[src/rtl/usb_bus_arb_pkg.sv]
// Shared definitions for the USB register/EP-status bus arbiter:
// bus widths, FSM state encoding and an index-width helper.
package usb_bus_arb_pkg;

  localparam int USB_BUS_AW = 12;
  localparam int USB_BUS_DW = 16;

  typedef enum logic [1:0] {
    ST_IDLE = 2'd0,
    ST_BUSY = 2'd1,
    ST_GAP  = 2'd2
  } arb_state_e;

  // Width of a requester index; never below one bit.
  function automatic int arb_idx_w(input int n);
    return (n > 1) ? $clog2(n) : 1;
  endfunction

endpackage

[src/rtl/usb_arb_rr.sv]
// Combinational rotating-priority picker. Scans last+1, last+2, ... (mod N_REQ)
// and returns the first requesting position as one-hot plus index.
module usb_arb_rr
  import usb_bus_arb_pkg::*;
#(
  parameter int N_REQ = 2,
  parameter int IW    = arb_idx_w(N_REQ)
) (
  input  logic [N_REQ-1:0] req_i,
  input  logic [IW-1:0]    last_i,
  output logic [N_REQ-1:0] gnt_o,
  output logic [IW-1:0]    idx_o,
  output logic             valid_o
);

  // Walk offsets in rotation order; the first requesting position wins.
  always_comb begin
    gnt_o   = '0;
    idx_o   = '0;
    valid_o = 1'b0;
    for (int off = 1; off <= N_REQ; off++) begin
      for (int p = 0; p < N_REQ; p++) begin
        if (!valid_o && req_i[p] && (p == ((int'(last_i) + off) % N_REQ))) begin
          valid_o  = 1'b1;
          gnt_o[p] = 1'b1;
          idx_o    = IW'(p);
        end
      end
    end
  end

endmodule

[src/rtl/usb_bus_arb.sv]
// Round-robin arbiter for the USB core register/EP-status bus.
// FSM IDLE -> BUSY -> GAP -> IDLE; the GAP cycle forces wb_cyc low between owners.
// Optional BUSY watchdog enabled by defining USB_ARB_TIMEOUT_EN.
module usb_bus_arb
  import usb_bus_arb_pkg::*;
#(
  parameter int N_REQ       = 2,
  parameter int TIMEOUT_CYC = 64
) (
  input  logic                          clk,
  input  logic                          rst_n,
  input  logic [USB_BUS_AW*N_REQ-1:0]   req_addr,
  input  logic [USB_BUS_DW*N_REQ-1:0]   req_wdata,
  input  logic [N_REQ-1:0]              req_we,
  input  logic [N_REQ-1:0]              req_cyc,
  output logic [N_REQ-1:0]              req_ack,
  output logic [N_REQ-1:0]              req_err,
  output logic [USB_BUS_DW-1:0]         req_rdata,
  output logic [N_REQ-1:0]              grant,
  output logic [USB_BUS_AW-1:0]         wb_addr,
  output logic [USB_BUS_DW-1:0]         wb_wdata,
  output logic                          wb_we,
  output logic                          wb_cyc,
  input  logic [USB_BUS_DW-1:0]         wb_rdata,
  input  logic                          wb_ack,
  output logic                          timeout
);

  localparam int IW = arb_idx_w(N_REQ);

  arb_state_e       state_q, state_d;
  logic [N_REQ-1:0] grant_q, grant_d;
  logic [IW-1:0]    last_q, last_d;

  logic [N_REQ-1:0] pick_onehot;
  logic [IW-1:0]    pick_idx;
  logic             pick_valid;
  logic             own_cyc;
  logic             expire;

  usb_arb_rr #(.N_REQ(N_REQ), .IW(IW)) u_rr (
    .req_i   (req_cyc),
    .last_i  (last_q),
    .gnt_o   (pick_onehot),
    .idx_o   (pick_idx),
    .valid_o (pick_valid)
  );

  // grant_q is non-zero only in BUSY, so this is the owner's live cyc.
  assign own_cyc = |(req_cyc & grant_q);

`ifdef USB_ARB_TIMEOUT_EN
  localparam int CW = $clog2(TIMEOUT_CYC + 1);
  logic [CW-1:0] cnt_q, cnt_d;

  // Counter runs only in BUSY and sits at zero otherwise, so it is clear on BUSY entry.
  always_comb begin
    cnt_d = (state_q == ST_BUSY) ? cnt_q + CW'(1) : '0;
  end

  // Watchdog counter register.
  always_ff @(posedge clk or negedge rst_n) begin
    if (!rst_n) cnt_q <= '0;
    else        cnt_q <= cnt_d;
  end

  // An ack in the final cycle takes precedence over the abort.
  assign expire = (state_q == ST_BUSY) && own_cyc && !wb_ack &&
                  (cnt_q == CW'(TIMEOUT_CYC - 1));
`else
  logic unused_timeout_cfg;
  assign unused_timeout_cfg = (TIMEOUT_CYC > 0);
  assign expire = 1'b0;
`endif

  // State, owner and rotation pointer registers.
  always_ff @(posedge clk or negedge rst_n) begin
    if (!rst_n) begin
      state_q <= ST_IDLE;
      grant_q <= '0;
      last_q  <= IW'(N_REQ - 1);
    end else begin
      state_q <= state_d;
      grant_q <= grant_d;
      last_q  <= last_d;
    end
  end

  // Next-state logic: arbitrate in IDLE, release on ack/drop/abort, one GAP cycle.
  always_comb begin
    state_d = state_q;
    grant_d = grant_q;
    last_d  = last_q;
    case (state_q)
      ST_IDLE: begin
        if (pick_valid) begin
          grant_d = pick_onehot;
          last_d  = pick_idx;
          state_d = ST_BUSY;
        end
      end
      ST_BUSY: begin
        if (!own_cyc || wb_ack || expire) begin
          grant_d = '0;
          state_d = ST_GAP;
        end
      end
      ST_GAP: begin
        grant_d = '0;
        state_d = ST_IDLE;
      end
      default: begin
        grant_d = '0;
        state_d = ST_IDLE;
      end
    endcase
  end

  // Handshake outputs: ack/err steered to the owner, cyc follows the owner.
  always_comb begin
    req_ack = '0;
    req_err = '0;
    timeout = 1'b0;
    wb_cyc  = 1'b0;
    if (state_q == ST_BUSY) begin
      wb_cyc  = own_cyc;
      req_ack = (own_cyc && wb_ack) ? grant_q : '0;
      req_err = expire ? grant_q : '0;
      timeout = expire;
    end
  end

  assign grant     = grant_q;
  assign req_rdata = wb_rdata;

  // Per-requester masked terms for the AND-OR bus mux.
  logic [USB_BUS_AW-1:0] addr_term  [N_REQ];
  logic [USB_BUS_DW-1:0] wdata_term [N_REQ];
  logic [N_REQ-1:0]      we_term;

  genvar gi;
  generate
    for (gi = 0; gi < N_REQ; gi++) begin : g_mux
      assign addr_term[gi]  = req_addr[USB_BUS_AW*gi +: USB_BUS_AW] & {USB_BUS_AW{grant_q[gi]}};
      assign wdata_term[gi] = req_wdata[USB_BUS_DW*gi +: USB_BUS_DW] & {USB_BUS_DW{grant_q[gi]}};
      assign we_term[gi]    = req_we[gi] & grant_q[gi];
    end
  endgenerate

  // OR the masked terms; all-zero grant yields an all-zero bus.
  always_comb begin
    wb_addr  = '0;
    wb_wdata = '0;
    for (int i = 0; i < N_REQ; i++) begin
      wb_addr  = wb_addr | addr_term[i];
      wb_wdata = wb_wdata | wdata_term[i];
    end
    wb_we = |we_term;
  end

endmodule
[config.mk]
export PLATFORM = sky130hd
export DESIGN_NAME = usb_bus_arb
export DESIGN_NICKNAME = d
export VERILOG_FILES = /design/src/rtl/usb_bus_arb_pkg.sv /design/src/rtl/usb_arb_rr.sv /design/src/rtl/usb_bus_arb.sv
export SDC_FILE = /design/constraint.sdc
export NUM_CORES = 1
export LEC_CHECK = 0
export BUFFER_PORTS_ARGS = -buffer_cell sky130_fd_sc_hd__buf_2
export CORE_UTILIZATION = 25
export DETAILED_ROUTE_END_ITERATION = 12
export PLACE_DENSITY = 0.75
export RECOVER_POWER = 100
export SLEW_MARGIN = 40
export SYNTH_ARGS = -nofsm -noshare
export SYNTH_HDL_FRONTEND = slang
export SYNTH_SLANG_ARGS = --single-unit
[constraint.sdc]
create_clock -name clk -period 1.5 [get_ports clk]
set_input_delay 0.225 -clock clk [delete_from_list [all_inputs] [get_ports clk]]
set_output_delay 0.225 -clock clk [all_outputs]
set_load 0.01 [all_outputs]
* After elaboration in Yosys (flattened, before gate mapping)
Index checks and enable logic that the tools add are counted.
Operators by class: add/sub/neg operators 2, multiplexer cells 18, eq/ne operators 5, bitwise gates (word level) 11, reduce and logical (&&, ||, !) cells 20
Operators by type and width (number):
- 32-bit zero test | 2
- 16-bit bitwise AND | 2
- 12-bit bitwise AND | 2
- 16-bit OR | 1
- 2-bit two-way mux | 6
- 12-bit OR | 1
- 1-bit two-way mux | 10
- 1-bit logical AND | 8
- 2-bit case mux with 2 select lines | 2
- 2-bit equality test (first input constant) | 2
- 1-bit zero test | 4
- 2-bit != test (second input constant) | 2
- 2-bit AND reduction | 2
- 2-bit OR reduction | 2
- 1-bit adder (second input constant) | 2
- 1-bit bitwise AND | 2
- 1-bit bitwise AND (first input constant) | 2
- 2-bit bitwise AND | 1
- 2-bit by 1-bit equality test with 1-bit output (second input constant) | 1
- 2-bit zero test | 1
- 1-bit logical OR | 1
Word-level totals: output and inout bits 53, bits in registers 5, logic and storage cells 59, bits of input ports 79

* Depth between registers and ports, before layout
Gate-level depths: netlist (run 1).
word-level depth 19, mapped depth 4, mapped depth without buffers 3

* By module
Synthesis (run 1) repeated with hierarchy kept, for this count alone.
Second synthesis, totals: cells, all modules 80, area, all modules 696.9 µm²
Modules (own cells, without submodules):
- usb_bus_arb | cells an instance 75, instances 1, area an instance 664.4 µm², seq. area each 126.4 µm²
- usb_arb_rr | cells an instance 5, instances 1, area an instance 32.5 µm², seq. area each 0.0 µm²

* Worst setup path after synthesis (run 1)
OpenSTA, ideal clock, no wires.
kind reg2out, start register grant_q[0], in the netlist grant[0], end output req_ack[0], cell stages (with the launch flop) 5, data arrival time 1.061 ns, path slack 0.214 ns, required time 1.275 ns, buffers on the path 1, cell sequence dfrtp_1 -> buf_2 -> a22oi_2 -> nor2_1 -> and3_1
Between the ends: cells in the longest elaborated chain, start to end 5
Ends and longest elaborated chain:
- start, declared | line usb_bus_arb.sv:32 | logic [N_REQ-1:0] grant_q, grant_d;
- start signal, assigned | line usb_bus_arb.sv:84 | grant_q <= grant_d;
- 2-bit bitwise AND | line usb_bus_arb.sv:50 | assign own_cyc = |(req_cyc & grant_q);
- 2-bit OR reduction | line usb_bus_arb.sv:50
- 1-bit logical AND | line usb_bus_arb.sv:127 | req_ack = (own_cyc && wb_ack) ? grant_q : '0;
- 2-bit two-way mux * | line usb_bus_arb.sv:127
- 2-bit two-way mux * | line usb_bus_arb.sv:125 | if (state_q == ST_BUSY) begin
- end, declared | line usb_bus_arb.sv:16 | output logic [N_REQ-1:0] req_ack,
Every way passes the cells marked *; elsewhere a longest branch is shown, timed or not.

* Final worst setup path (run 1)
Ends and elaborated chain as after synthesis.

==> results of run 1 <==
## cell usage after synthesis
library cell               instances  area, µm²
sky130_fd_sc_hd__a22oi_2           1      12.51
sky130_fd_sc_hd__and3_1            2      12.51
sky130_fd_sc_hd__inv_1             1      3.750
sky130_fd_sc_hd__dfrtp_1           4      100.1
sky130_fd_sc_hd__buf_2             8      40.04
sky130_fd_sc_hd__nand2b_1          3      18.77
sky130_fd_sc_hd__a22o_1           32      280.3
sky130_fd_sc_hd__dfstp_2           1      26.28
sky130_fd_sc_hd__o21ai_0           2      10.01
sky130_fd_sc_hd__conb_1            1      3.750
sky130_fd_sc_hd__nor2_1            4      15.01
sky130_fd_sc_hd__a31oi_1           1      6.260
sky130_fd_sc_hd__nor3_2            1      10.01
sky130_fd_sc_hd__buf_4            19      142.6
sky130_fd_sc_hd__a21oi_1           1      5.000
## registers in the layout, indices dropped and copies added, names as in the netlist
name / flops
grant: 2
state_q: 2
last_q: 1
## critical path: cells and delay by family, from the launching register on
| family | cells | cell delay (ns) |
|---|---|---|
| compound gates | 1 | 0.21 |
| buf+inv | 1 | 0.13 |
| flops | 1 | 0.41 |
| simple gates | 2 | 0.23 |
## path summary, 6_finish.rpt
| path | from | endpoint | slack (ns) |
|---|---|---|---|
| max | grant[0]$_DFFE_PN0P_ | req_ack[0] | 0.05 |
| min | req_cyc[0] | last_q$_DFFE_PN1P_ | 0.19 |
| max reg2reg | grant[0]$_DFFE_PN0P_ | grant[1]$_DFFE_PN0P_ | 0.24 |
| min reg2reg | last_q$_DFFE_PN1P_ | last_q$_DFFE_PN1P_ | 0.53 |
| max in group asynchronous | rst_n | last_q$_DFFE_PN1P_ | 0.88 |
| min in group asynchronous | rst_n | grant[1]$_DFFE_PN0P_ | 0.35 |
## cell type report
type / instances / area, µm²
Fill cell: 274 / 1459
Sequential cell: 5 / 126.4
Timing Repair Buffer: 101 / 505.5
Inverter: 1 / 3.754
Tap cell: 30 / 37.54
Clock buffer: 4 / 26.28
Multi-Input combinational cell: 50 / 386.6
## where the power goes
part / switching, µW / internal (µW) / leakage (µW) / total [µW]
clock: 55.8 / 101 / 0.0000150 / 156
combinational: 741 / 644 / 0.000529 / 1390
sequential: 53.8 / 208 / 0.0000618 / 261
total: 851 / 952 / 0.000606 / 1800
## metal layers
layer	up-vias	global-route usage, %	wire length, µm
met5	-	0	0
met4	0	3.846	20
met3	2	2.500	195
met2	56	27.64	1353
met1	412	16.14	934
li1	446	-	-
## what timing repair did
item	in CTS	in global routing
hold buffers	1	0
endpoints found under the setup margin	2	2
setup buffers	1	0
gates resized for setup	0	2
pin swaps	4	2
hold endpoints to repair	5	0
## cell families (layout without fill, tap and decap cells)
kind of cell	after synthesis	count (layout)	share of synthesized area, %
flops	5	5	18.40
other cells	1	3	0.5459
compound gates	37	37	45.72
buf+inv	28	106	27.14
simple gates	10	10	8.196
## metrics by stage
step           hold WS (ns)  cells  total power [µW]
6_report             0.1944    191              1803
3_5_place_dp        0.04281    185              1671
2_1_floorplan      -0.07059     83              1171
5_1_grt              0.2309    191              1965
3_3_place_gp        0.04341    185              1656
4_1_cts              0.1875    191              1852
==> run_summary.xml, run 1 <==
<?xml version="1.0" encoding="UTF-8"?>
<metrics>
  <group name="global_route">
    <metric name="grt.total_usage" unit="%">14.47</metric>
    <metric name="grt_pass1_vias" unit="">700</metric>
    <metric name="globalRoute.totalOverflow" unit="">0</metric>
    <metric name="grt_first_pass_wirelength" unit="mm">3.091</metric>
    <metric name="grt_antenna_before_repair" unit="">0</metric>
    <metric name="pin_count_of_the_biggest_net_entering_global_routing" unit="">34</metric>
  </group>
  <group name="route">
    <metric name="post_route_drc" unit="">0</metric>
    <metric name="drt_iter0_markers" unit="">12</metric>
    <metric name="vias_per_cell" unit="">4.796</metric>
    <metric name="detailroute.via_count" unit="">916</metric>
    <metric name="route.antenna.remaining_nets" unit="">0</metric>
    <metric name="first_pass_iters" unit="">4</metric>
    <metric name="totalWireLength" unit="mm">2.502</metric>
    <metric name="routedWlPerCell" unit="µm">13.10</metric>
  </group>
  <group name="cells_and_area">
    <metric name="drive_gt1_share" unit="%">52.80</metric>
    <metric name="number_of_nets_in_the_layout" unit="">241</metric>
    <metric name="layout.cells.most_common_list" unit="">65 x sky130_fd_sc_hd__buf_2, 32 x sky130_fd_sc_hd__a22o_1, 23 x sky130_fd_sc_hd__clkbuf_1</metric>
    <metric name="stdcell_area" unit="mm²">0.001086</metric>
    <metric name="layout_commonest_cell" unit="">sky130_fd_sc_hd__buf_2</metric>
    <metric name="flow.area_growth_from_synthesis" unit="%">58.11</metric>
    <metric name="finalCoreUtilization" unit="%">42.67</metric>
    <metric name="num_antenna_cells" unit="">0</metric>
  </group>
  <group name="sta">
    <metric name="finalSetupViolations" unit="">0</metric>
    <metric name="max_freq" unit="MHz">688.7</metric>
    <metric name="post-route-min-period" unit="ns">1.452</metric>
    <metric name="layout_worst_path_cycle_share" unit="%">96.81</metric>
    <metric name="hold_violations" unit="">0</metric>
    <metric name="maxSlewViolCount" unit="">0</metric>
    <metric name="layout_setup_ws" unit="ns">0.04791</metric>
    <metric name="rsz0062_at_grt" unit="">no</metric>
    <metric name="fin_setup_tns" unit="ns">0</metric>
    <metric name="clock_skew" unit="ns">0.003020</metric>
  </group>
  <group name="critical_path">
    <metric name="required" unit="ns">1.27</metric>
    <metric name="path_cells" unit="">a22oi_2 -&gt; nor2_2 -&gt; and3_1 -&gt; buf_2</metric>
    <metric name="crit_arrival" unit="ns">1.23</metric>
    <metric name="timing.critical_path.to_type" unit="">primary output</metric>
    <metric name="critPathKind" unit="">reg2out</metric>
    <metric name="path_depth_of_the_worst_reg2reg_path" unit="">4</metric>
    <metric name="cp-start-kind" unit="">flop</metric>
    <metric name="cp_max_fo" unit="">3</metric>
    <metric name="critPathMaxStageDelay" unit="ns">0.41</metric>
    <metric name="cp_slowest_cell" unit="">sky130_fd_sc_hd__dfrtp_1</metric>
  </group>
  <group name="pwr">
    <metric name="power.static_leakage" unit="µW">0.0006060</metric>
    <metric name="vdd_ir_drop_max" unit="mV">1.125</metric>
    <metric name="cellPowerDensity" unit="mW/mm²">1660</metric>
  </group>
  <group name="clock_tree">
    <metric name="ctsHtreeMaxLevel" unit="">1</metric>
    <metric name="ctsRootBufferMaster" unit="">sky130_fd_sc_hd__clkbuf_4</metric>
    <metric name="clockBufferDepth" unit="">2</metric>
    <metric name="clock_insertion_delay_worst_skew" unit="ns">0.24</metric>
    <metric name="clock-sinks" unit="">5</metric>
    <metric name="tritoncts" unit="">done</metric>
    <metric name="clk_pin_slew_worst_paths" unit="ns">0.04</metric>
    <metric name="cts_inserted_buffers" unit="">3</metric>
  </group>
  <group name="floorplanning">
    <metric name="die_y" unit="µm">54.42</metric>
    <metric name="fp-row-count" unit="">18</metric>
    <metric name="fp.dieW" unit="µm">54.42</metric>
    <metric name="floorplan.die_area" unit="mm²">0.002961</metric>
    <metric name="core_region_area" unit="mm²">0.002545</metric>
    <metric name="floorplan.initialDensity" unit="%">26.99</metric>
    <metric name="num_io_pins" unit="">132</metric>
  </group>
  <group name="logic_synthesis">
    <metric name="syn_area_per_cell" unit="µm²">8.480</metric>
    <metric name="netlist_instances" unit="">81</metric>
    <metric name="cell_area_synth" unit="µm²">686.9</metric>
    <metric name="synth.lib_cells_used.distinct" unit="">15</metric>
    <metric name="ys_ff_latch" unit="">5</metric>
    <metric name="seq_area_frac_synth" unit="%">18.40</metric>
    <metric name="yosysWarnings" unit="">0</metric>
  </group>
  <group name="run">
    <metric name="max_cap_viol_count" unit="">0</metric>
  </group>
  <group name="placed_design">
    <metric name="port_buffers" unit="">96</metric>
    <metric name="finalWeightedCongestion" unit="">0.7514</metric>
    <metric name="dp_hpwl" unit="mm">2.061</metric>
    <metric name="detailedPlace.worstSlack" unit="ns">0.2566</metric>
    <metric name="placement.cell_area" unit="mm²">0.001065</metric>
  </group>
  <group name="min_path">
    <metric name="worstHoldPathType" unit="">in2reg</metric>
    <metric name="holdPathStages" unit="">2</metric>
  </group>
  <group name="status">
    <metric name="result_of_the_run" unit="">complete, no violations</metric>
  </group>
</metrics>
Note: power is estimated with default switching activity, not from simulation.
==> run 2, diff against run 1 <==
--- a/config.mk
+++ b/config.mk
@@ -5,10 +5,11 @@
 export SDC_FILE = /design/constraint.sdc
 export NUM_CORES = 1
 export LEC_CHECK = 0
-export BUFFER_PORTS_ARGS = -buffer_cell sky130_fd_sc_hd__buf_2
-export CORE_UTILIZATION = 25
+export CORE_AREA = 2 2 51 53
 export DETAILED_ROUTE_END_ITERATION = 12
-export PLACE_DENSITY = 0.75
+export DIE_AREA = 0 0 53 55
+export DONT_BUFFER_PORTS = 1
+export PLACE_DENSITY = 0.39
 export RECOVER_POWER = 100
 export SLEW_MARGIN = 40
 export SYNTH_ARGS = -nofsm -noshare
==> run 2 against run 1 <==
- combinational power decreased by 30%
- critical path depth decreased by 2
- flip-flop and latch count unchanged
- maximum frequency increased by 3.9%
- clock skew increased by 0.0012 ns
- via count decreased by 36%
- utilization decreased by 17 points
- worst hold slack got worse by 0.14 ns
==> run_summary.xml, run 2 (synthesized netlist as in run 1, its figures left out) <==
<?xml version="1.0" encoding="UTF-8"?>
<metrics>
  <group name="status">
    <metric name="result_of_the_run" unit="">complete, no violations</metric>
  </group>
  <group name="critical_path">
    <metric name="path_depth_of_the_worst_reg2reg_path" unit="">3</metric>
    <metric name="timing.reg2reg.setup_slack" unit="ns">0.28</metric>
    <metric name="cp-start-kind" unit="">flop</metric>
    <metric name="critPathKind" unit="">reg2out</metric>
    <metric name="cp_max_fo" unit="">16</metric>
    <metric name="critPathMaxStageDelay" unit="ns">0.41</metric>
    <metric name="required" unit="ns">1.27</metric>
    <metric name="crit_arrival" unit="ns">1.17</metric>
    <metric name="path_cells" unit="">clkbuf_4 -&gt; a22o_1</metric>
    <metric name="rr_endpoint" unit="">grant[1]$_DFFE_PN0P_</metric>
    <metric name="worstReg2RegStart" unit="">state_q[1]$_DFFE_PN0P_</metric>
    <metric name="cp_slowest_cell" unit="">sky130_fd_sc_hd__dfrtp_1</metric>
    <metric name="timing.critical_path.to_type" unit="">primary output</metric>
  </group>
  <group name="floorplanning">
    <metric name="die_y" unit="µm">55</metric>
    <metric name="floorplan.die_area" unit="mm²">0.002915</metric>
    <metric name="fp-row-count" unit="">18</metric>
    <metric name="fp.dieW" unit="µm">53</metric>
    <metric name="num_io_pins" unit="">132</metric>
    <metric name="floorplan.initialDensity" unit="%">29.05</metric>
    <metric name="core_region_area" unit="mm²">0.002365</metric>
  </group>
  <group name="min_path">
    <metric name="hold_path_end" unit="">last_q$_DFFE_PN1P_</metric>
    <metric name="hold_start" unit="">req_cyc[0]</metric>
    <metric name="worstHoldPathType" unit="">in2reg</metric>
    <metric name="holdPathStages" unit="">1</metric>
  </group>
  <group name="pwr">
    <metric name="switchingPower" unit="µW">694.6</metric>
    <metric name="pwr-share-seq" unit="%">18.4</metric>
    <metric name="cellPowerDensity" unit="mW/mm²">2258</metric>
    <metric name="switching_fraction" unit="%">50.08</metric>
    <metric name="totalPowerFinal" unit="µW">1387</metric>
    <metric name="clkPwrFrac" unit="%">11.0</metric>
    <metric name="intPower" unit="µW">692.4</metric>
    <metric name="combPwrFrac" unit="%">70.6</metric>
    <metric name="power.static_leakage" unit="µW">0.0002737</metric>
    <metric name="vdd_ir_drop_max" unit="mV">0.7585</metric>
  </group>
  <group name="route">
    <metric name="post_route_drc" unit="">0</metric>
    <metric name="length_of_routed_met2_wiring" unit="µm">977</metric>
    <metric name="routedWlPerCell" unit="µm">18.92</metric>
    <metric name="totalWireLength" unit="mm">1.816</metric>
    <metric name="maxUsedRoutingLayer" unit="">met3</metric>
    <metric name="routedLengthMet1" unit="µm">646</metric>
    <metric name="drt_iter0_markers" unit="">15</metric>
    <metric name="vias_per_cell" unit="">6.146</metric>
    <metric name="wl_met3" unit="µm">192</metric>
    <metric name="detailroute.via_count" unit="">590</metric>
    <metric name="route.antenna.remaining_nets" unit="">0</metric>
    <metric name="first_pass_iters" unit="">4</metric>
  </group>
  <group name="cells_and_area">
    <metric name="number_of_nets_in_the_layout" unit="">146</metric>
    <metric name="layout_commonest_cell" unit="">sky130_fd_sc_hd__a22o_1</metric>
    <metric name="layout.cells.most_common_list" unit="">32 x sky130_fd_sc_hd__a22o_1, 4 x sky130_fd_sc_hd__nor2_1, 4 x sky130_fd_sc_hd__clkbuf_4, 4 x sky130_fd_sc_hd__dfrtp_1</metric>
    <metric name="flow.area_growth_from_synthesis" unit="%">-10.56</metric>
    <metric name="num_antenna_cells" unit="">0</metric>
    <metric name="area.sequential" unit="µm²">126.4</metric>
    <metric name="final.fill_count" unit="">274</metric>
    <metric name="drive_gt1_share" unit="%">13.64</metric>
    <metric name="finalCoreUtilization" unit="%">25.98</metric>
    <metric name="multi_input_comb_area" unit="µm²">376.6</metric>
  </group>
  <group name="clock_tree">
    <metric name="clk_pin_slew_worst_paths" unit="ns">0.04</metric>
    <metric name="ctsHtreeMaxLevel" unit="">1</metric>
    <metric name="clock_insertion_delay_worst_skew" unit="ns">0.24</metric>
    <metric name="clockBufferDepth" unit="">2</metric>
    <metric name="tritoncts" unit="">done</metric>
    <metric name="clock-sinks" unit="">5</metric>
    <metric name="ctsRootBufferMaster" unit="">sky130_fd_sc_hd__clkbuf_4</metric>
    <metric name="cts_inserted_buffers" unit="">3</metric>
  </group>
  <group name="sta">
    <metric name="layout_worst_path_cycle_share" unit="%">93.20</metric>
    <metric name="maxSlewViolCount" unit="">0</metric>
    <metric name="hold_violations" unit="">0</metric>
    <metric name="holdWs" unit="ns">0.05028</metric>
    <metric name="post-route-min-period" unit="ns">1.398</metric>
    <metric name="rsz0062_at_grt" unit="">no</metric>
    <metric name="fin_setup_tns" unit="ns">0</metric>
    <metric name="max_freq" unit="MHz">715.3</metric>
    <metric name="clock_skew" unit="ns">0.004212</metric>
    <metric name="finalSetupViolations" unit="">0</metric>
  </group>
  <group name="placed_design">
    <metric name="port_buffers" unit="">0</metric>
    <metric name="finalWeightedCongestion" unit="">0.7557</metric>
  </group>
  <group name="global_route">
    <metric name="grt_first_pass_wirelength" unit="mm">2.249</metric>
    <metric name="pin_count_of_the_biggest_net_entering_global_routing" unit="">23</metric>
    <metric name="grt_pass1_vias" unit="">500</metric>
    <metric name="grt_antenna_before_repair" unit="">0</metric>
    <metric name="grt.total_usage" unit="%">10.71</metric>
    <metric name="globalRoute.totalOverflow" unit="">0</metric>
  </group>
  <group name="run">
    <metric name="max_cap_viol_count" unit="">0</metric>
  </group>
</metrics>
==> run 2: cell count changes in the layout (fill, tap and decap cells not counted), sizes merged <==
cell | before | now
buf | 68 | 3
clkbuf | 36 | 6
==> run 2: power groups by stage <==
stage | registers, µW | clock network, µW | logic, µW
2_1_floorplan | 246 | 0 | 925
3_3_place_gp | 255 | 0 | 984
3_5_place_dp | 255 | 0 | 995
4_1_cts | 254 | 163 | 1000
5_1_grt | 262 | 173 | 1090
6_report | 255 | 152 | 979
==> run 2: per-layer routing <==
| layer | track usage, % | vias to the layer above |
|---|---|---|
| li1 | - | 256 |
| met3 | 2.688 | 0 |
| met4 | 5.128 | 0 |
| met2 | 17.92 | 53 |
| met1 | 12.91 | 281 |
| met5 | 0 | - |
==> run 2: worst max path at each step <==
stage / startpoint / cells after the start / endpoint / slack [ns]
after floorplan: grant[0]$_DFFE_PN0P_ / 4 / req_ack[0] / 0.21
after global placement: grant[0]$_DFFE_PN0P_ / 3 / req_ack[0] / 0.36
after detailed placement: state_q[1]$_DFFE_PN0P_ / 3 / req_ack[0] / 0.35
after CTS: state_q[1]$_DFFE_PN0P_ / 3 / req_ack[0] / 0.08
after global routing: state_q[1]$_DFFE_PN0P_ / 3 / req_ack[1] / 0.03
final: grant[0]$_DFFE_PN0P_ / 2 / wb_wdata[6] / 0.10
==> run 2: layout make-up <==
cell class,instances,area share [%]
multi-input cells,50,61.30
flip-flops and latches,5,20.57
repair buffers,6,7.128
well taps,30,6.110
clock buffers,4,4.277
inverters,1,0.6110
==> run 2: critical path, delay by kind of cell (launching register included) <==
family	cells	cell delay (ns)
flip-flops	1	0.41
AO/OA/AOI/OAI	1	0.29
buffers and inverters	1	0.23
==> run 2: through the flow <==
step	area, µm²	worst slack [ns]	std cells
after floorplan	694.4	0.2136	83
after global placement	586.8	0.3627	91
after detailed placement	586.8	0.3460	91
after CTS	623.1	0.08400	96
after global routing	614.3	0.03173	96
final	614.3	0.1020	96
==> run 2: repair_timing <==
action / in CTS / in global routing
hold buffers: 1 / 0
buffers inserted: 0 / 0
resized for setup: 0 / 0
endpoints found under the hold margin: 5 / 0
==> run 3, diff against run 2 <==
--- a/config.mk
+++ b/config.mk
@@ -9,6 +9,7 @@
 export DETAILED_ROUTE_END_ITERATION = 12
 export DIE_AREA = 0 0 53 55
 export DONT_BUFFER_PORTS = 1
+export GPL_TIMING_DRIVEN = 0
 export PLACE_DENSITY = 0.39
 export RECOVER_POWER = 100
 export SLEW_MARGIN = 40
==> run 3 against run 2 <==
- the flow now finishes with violations (negative setup slack)
- worst setup slack lost 0.16 ns
- via count grew 18%
- power grew 13%
- clock-buffer cell count is the same
- register-to-register slack lost 0.24 ns
- critical path type unchanged
- largest cell class unchanged
==> run_summary.xml, run 3 (synthesized netlist as in run 1, its figures left out) <==
<?xml version="1.0" encoding="UTF-8"?>
<metrics>
  <group name="cells_and_area">
    <metric name="flow.area_growth_from_synthesis" unit="%">12.02</metric>
    <metric name="drive_gt1_share" unit="%">26.37</metric>
    <metric name="final.fill_count" unit="">258</metric>
    <metric name="number_of_nets_in_the_layout" unit="">171</metric>
    <metric name="layout.cells.most_common_list" unit="">32 x sky130_fd_sc_hd__a22o_1, 17 x sky130_fd_sc_hd__clkbuf_1, 8 x sky130_fd_sc_hd__buf_4</metric>
    <metric name="num_antenna_cells" unit="">0</metric>
    <metric name="area.sequential" unit="µm²">127.6</metric>
    <metric name="layout_commonest_cell" unit="">sky130_fd_sc_hd__a22o_1</metric>
    <metric name="multi_input_comb_area" unit="µm²">399.1</metric>
  </group>
  <group name="sta">
    <metric name="layout_worst_path_cycle_share" unit="%">103.8</metric>
    <metric name="hold_violations" unit="">0</metric>
    <metric name="finalSetupViolations" unit="">2</metric>
    <metric name="layout_setup_ws" unit="ns">-0.05735</metric>
    <metric name="maxSlewViolCount" unit="">0</metric>
    <metric name="max_freq" unit="MHz">642.1</metric>
    <metric name="clock_skew" unit="ns">0.004668</metric>
    <metric name="rsz0062_at_grt" unit="">yes</metric>
    <metric name="post-route-min-period" unit="ns">1.557</metric>
    <metric name="fin_setup_tns" unit="ns">-0.1144</metric>
  </group>
  <group name="critical_path">
    <metric name="cp_slowest_cell" unit="">sky130_fd_sc_hd__dfrtp_2</metric>
    <metric name="cpLargestDelayFamily" unit="">flip-flops</metric>
    <metric name="critPathMaxStageDelay" unit="ns">0.43</metric>
    <metric name="cp-start-kind" unit="">flop</metric>
    <metric name="timing.reg2reg.setup_slack" unit="ns">0.04</metric>
    <metric name="cp_max_fo" unit="">6</metric>
    <metric name="rr_endpoint" unit="">grant[0]$_DFFE_PN0P_</metric>
    <metric name="path_cells" unit="">buf_6 -&gt; a22oi_2 -&gt; nor2_4 -&gt; and3_4</metric>
    <metric name="worstReg2RegStart" unit="">grant[0]$_DFFE_PN0P_</metric>
    <metric name="critPathKind" unit="">reg2out</metric>
    <metric name="timing.critical_path.to_type" unit="">primary output</metric>
    <metric name="cp.buffers_inverters" unit="">1</metric>
    <metric name="path_depth_of_the_worst_reg2reg_path" unit="">6</metric>
    <metric name="required" unit="ns">1.27</metric>
    <metric name="crit_arrival" unit="ns">1.33</metric>
  </group>
  <group name="global_route">
    <metric name="pin_count_of_the_biggest_net_entering_global_routing" unit="">11</metric>
    <metric name="globalRoute.totalOverflow" unit="">0</metric>
    <metric name="grt_pass1_vias" unit="">540</metric>
    <metric name="grt.total_usage" unit="%">12.03</metric>
    <metric name="grt_first_pass_wirelength" unit="mm">2.573</metric>
    <metric name="grt_antenna_before_repair" unit="">0</metric>
  </group>
  <group name="pwr">
    <metric name="switching_fraction" unit="%">48.62</metric>
    <metric name="vdd_ir_drop_max" unit="mV">0.9005</metric>
    <metric name="totalPowerFinal" unit="µW">1572</metric>
    <metric name="combPwrFrac" unit="%">73.0</metric>
    <metric name="switchingPower" unit="µW">764.4</metric>
    <metric name="pwr-share-seq" unit="%">17.2</metric>
    <metric name="power.static_leakage" unit="µW">0.0003394</metric>
    <metric name="cellPowerDensity" unit="mW/mm²">2043</metric>
    <metric name="intPower" unit="µW">807.7</metric>
    <metric name="clkPwrFrac" unit="%">9.8</metric>
  </group>
  <group name="route">
    <metric name="detailroute.via_count" unit="">696</metric>
    <metric name="first_pass_iters" unit="">4</metric>
    <metric name="drt_iter0_markers" unit="">12</metric>
    <metric name="post_route_drc" unit="">0</metric>
    <metric name="vias_per_cell" unit="">5.752</metric>
    <metric name="routedWlPerCell" unit="µm">16.49</metric>
    <metric name="totalWireLength" unit="mm">1.995</metric>
    <metric name="route.antenna.remaining_nets" unit="">0</metric>
  </group>
  <group name="placed_design">
    <metric name="dp_hpwl" unit="mm">1.690</metric>
    <metric name="detailedPlace.worstSlack" unit="ns">0.01629</metric>
    <metric name="port_buffers" unit="">0</metric>
    <metric name="finalWeightedCongestion" unit="">0.7453</metric>
  </group>
  <group name="clock_tree">
    <metric name="cts_inserted_buffers" unit="">3</metric>
    <metric name="clk_pin_slew_worst_paths" unit="ns">0.04</metric>
    <metric name="clock_insertion_delay_worst_skew" unit="ns">0.24</metric>
    <metric name="ctsRootBufferMaster" unit="">sky130_fd_sc_hd__clkbuf_4</metric>
    <metric name="clockBufferDepth" unit="">2</metric>
    <metric name="ctsHtreeMaxLevel" unit="">1</metric>
    <metric name="clock-sinks" unit="">5</metric>
    <metric name="tritoncts" unit="">done</metric>
  </group>
  <group name="min_path">
    <metric name="hold_start" unit="">req_cyc[0]</metric>
    <metric name="holdPathStages" unit="">1</metric>
    <metric name="worstHoldPathType" unit="">in2reg</metric>
    <metric name="hold_path_end" unit="">last_q$_DFFE_PN1P_</metric>
  </group>
  <group name="floorplanning">
    <metric name="die_y" unit="µm">55</metric>
    <metric name="fp.dieW" unit="µm">53</metric>
    <metric name="fp-row-count" unit="">18</metric>
    <metric name="floorplan.die_area" unit="mm²">0.002915</metric>
    <metric name="num_io_pins" unit="">132</metric>
    <metric name="core_region_area" unit="mm²">0.002365</metric>
    <metric name="floorplan.initialDensity" unit="%">29.05</metric>
  </group>
  <group name="status">
    <metric name="result_of_the_run" unit="">complete, but fails checks</metric>
    <metric name="failed_checks" unit="">negative setup slack</metric>
  </group>
  <group name="run">
    <metric name="max_cap_viol_count" unit="">0</metric>
  </group>
</metrics>
[run 3: changes by cell type in the layout (fill, tap and decap cells not counted), moves of 2 or more]
cell / delta
sky130_fd_sc_hd__and3_1: -2
sky130_fd_sc_hd__and3_4: +2
sky130_fd_sc_hd__buf_2: +3
sky130_fd_sc_hd__buf_4: +5
sky130_fd_sc_hd__buf_6: +2
sky130_fd_sc_hd__clkbuf_1: +15
[run 3: what timing repair did]
item | CTS | global route
resized for setup | 9 | 4
hold endpoints to repair | 5 | 0
buffers inserted | 2 | 1
pin swaps | 4 | 5
gates cloned | 0 | 0
endpoints found under the setup margin | 31 | 31
hold buffers | 1 | 0
[run 3: how the worst max path moves through the flow]
stage,startpoint,to,cells past startpoint
detailed placement,grant[0]$_DFFE_PN0P_,req_ack[1],4
global placement,grant[0]$_DFFE_PN0P_,req_ack[1],4
floorplan,grant[0]$_DFFE_PN0P_,req_ack[0],4
global route,grant[0]$_DFFE_PN0P_,req_ack[0],4
finish,grant[0]$_DFFE_PN0P_,req_ack[1],4
CTS,grant[0]$_DFFE_PN0P_,req_ack[1],4
[run 3: worst reg2reg max path: stages (launching register included)]
cell and delay, ns:
sky130_fd_sc_hd__dfrtp_2 0.43, sky130_fd_sc_hd__buf_6 0.14, sky130_fd_sc_hd__a22oi_2 0.25, sky130_fd_sc_hd__buf_4 0.15
sky130_fd_sc_hd__clkbuf_4 0.12, sky130_fd_sc_hd__nor3_2 0.05, sky130_fd_sc_hd__a22o_1 0.21
[run 3: cell type report]
class	instances	share of cell area, %
multi-input combinational	50	51.87
buffer	27	18.54
sequential	5	16.59
tap	30	4.878
timing repair buffer	4	4.228
clock buffer	4	3.415
inverter	1	0.4878
[run 3: metrics by stage]
step,area [µm²],utilization [%],cells,hold WS [ns]
after global placement,732.0,30.95,113,-0.07042
after global routing,769.5,32.54,121,0.04113
after detailed placement,732.0,30.95,113,-0.07042
final,769.5,32.54,121,0.04654
after CTS,814.5,34.44,120,0.04371
after floorplan,694.4,-,83,-0.07059
[run 3: power groups by stage]
| stage | sequential [µW] | clock, µW | combinational [µW] |
|---|---|---|---|
| 2_1_floorplan | 246 | 0 | 925 |
| 3_3_place_gp | 260 | 0 | 1040 |
| 3_5_place_dp | 262 | 0 | 1050 |
| 4_1_cts | 263 | 158 | 1150 |
| 5_1_grt | 280 | 168 | 1280 |
| 6_report | 270 | 154 | 1150 |
[run 3: routing by layer]
metal	up-vias	part of all wire, %	track usage [%]
li1	309	-	-
met1	325	35	15.20
met2	62	53	20.83
met3	0	12	3.763
met4	0	0	1.282
met5	-	0	0
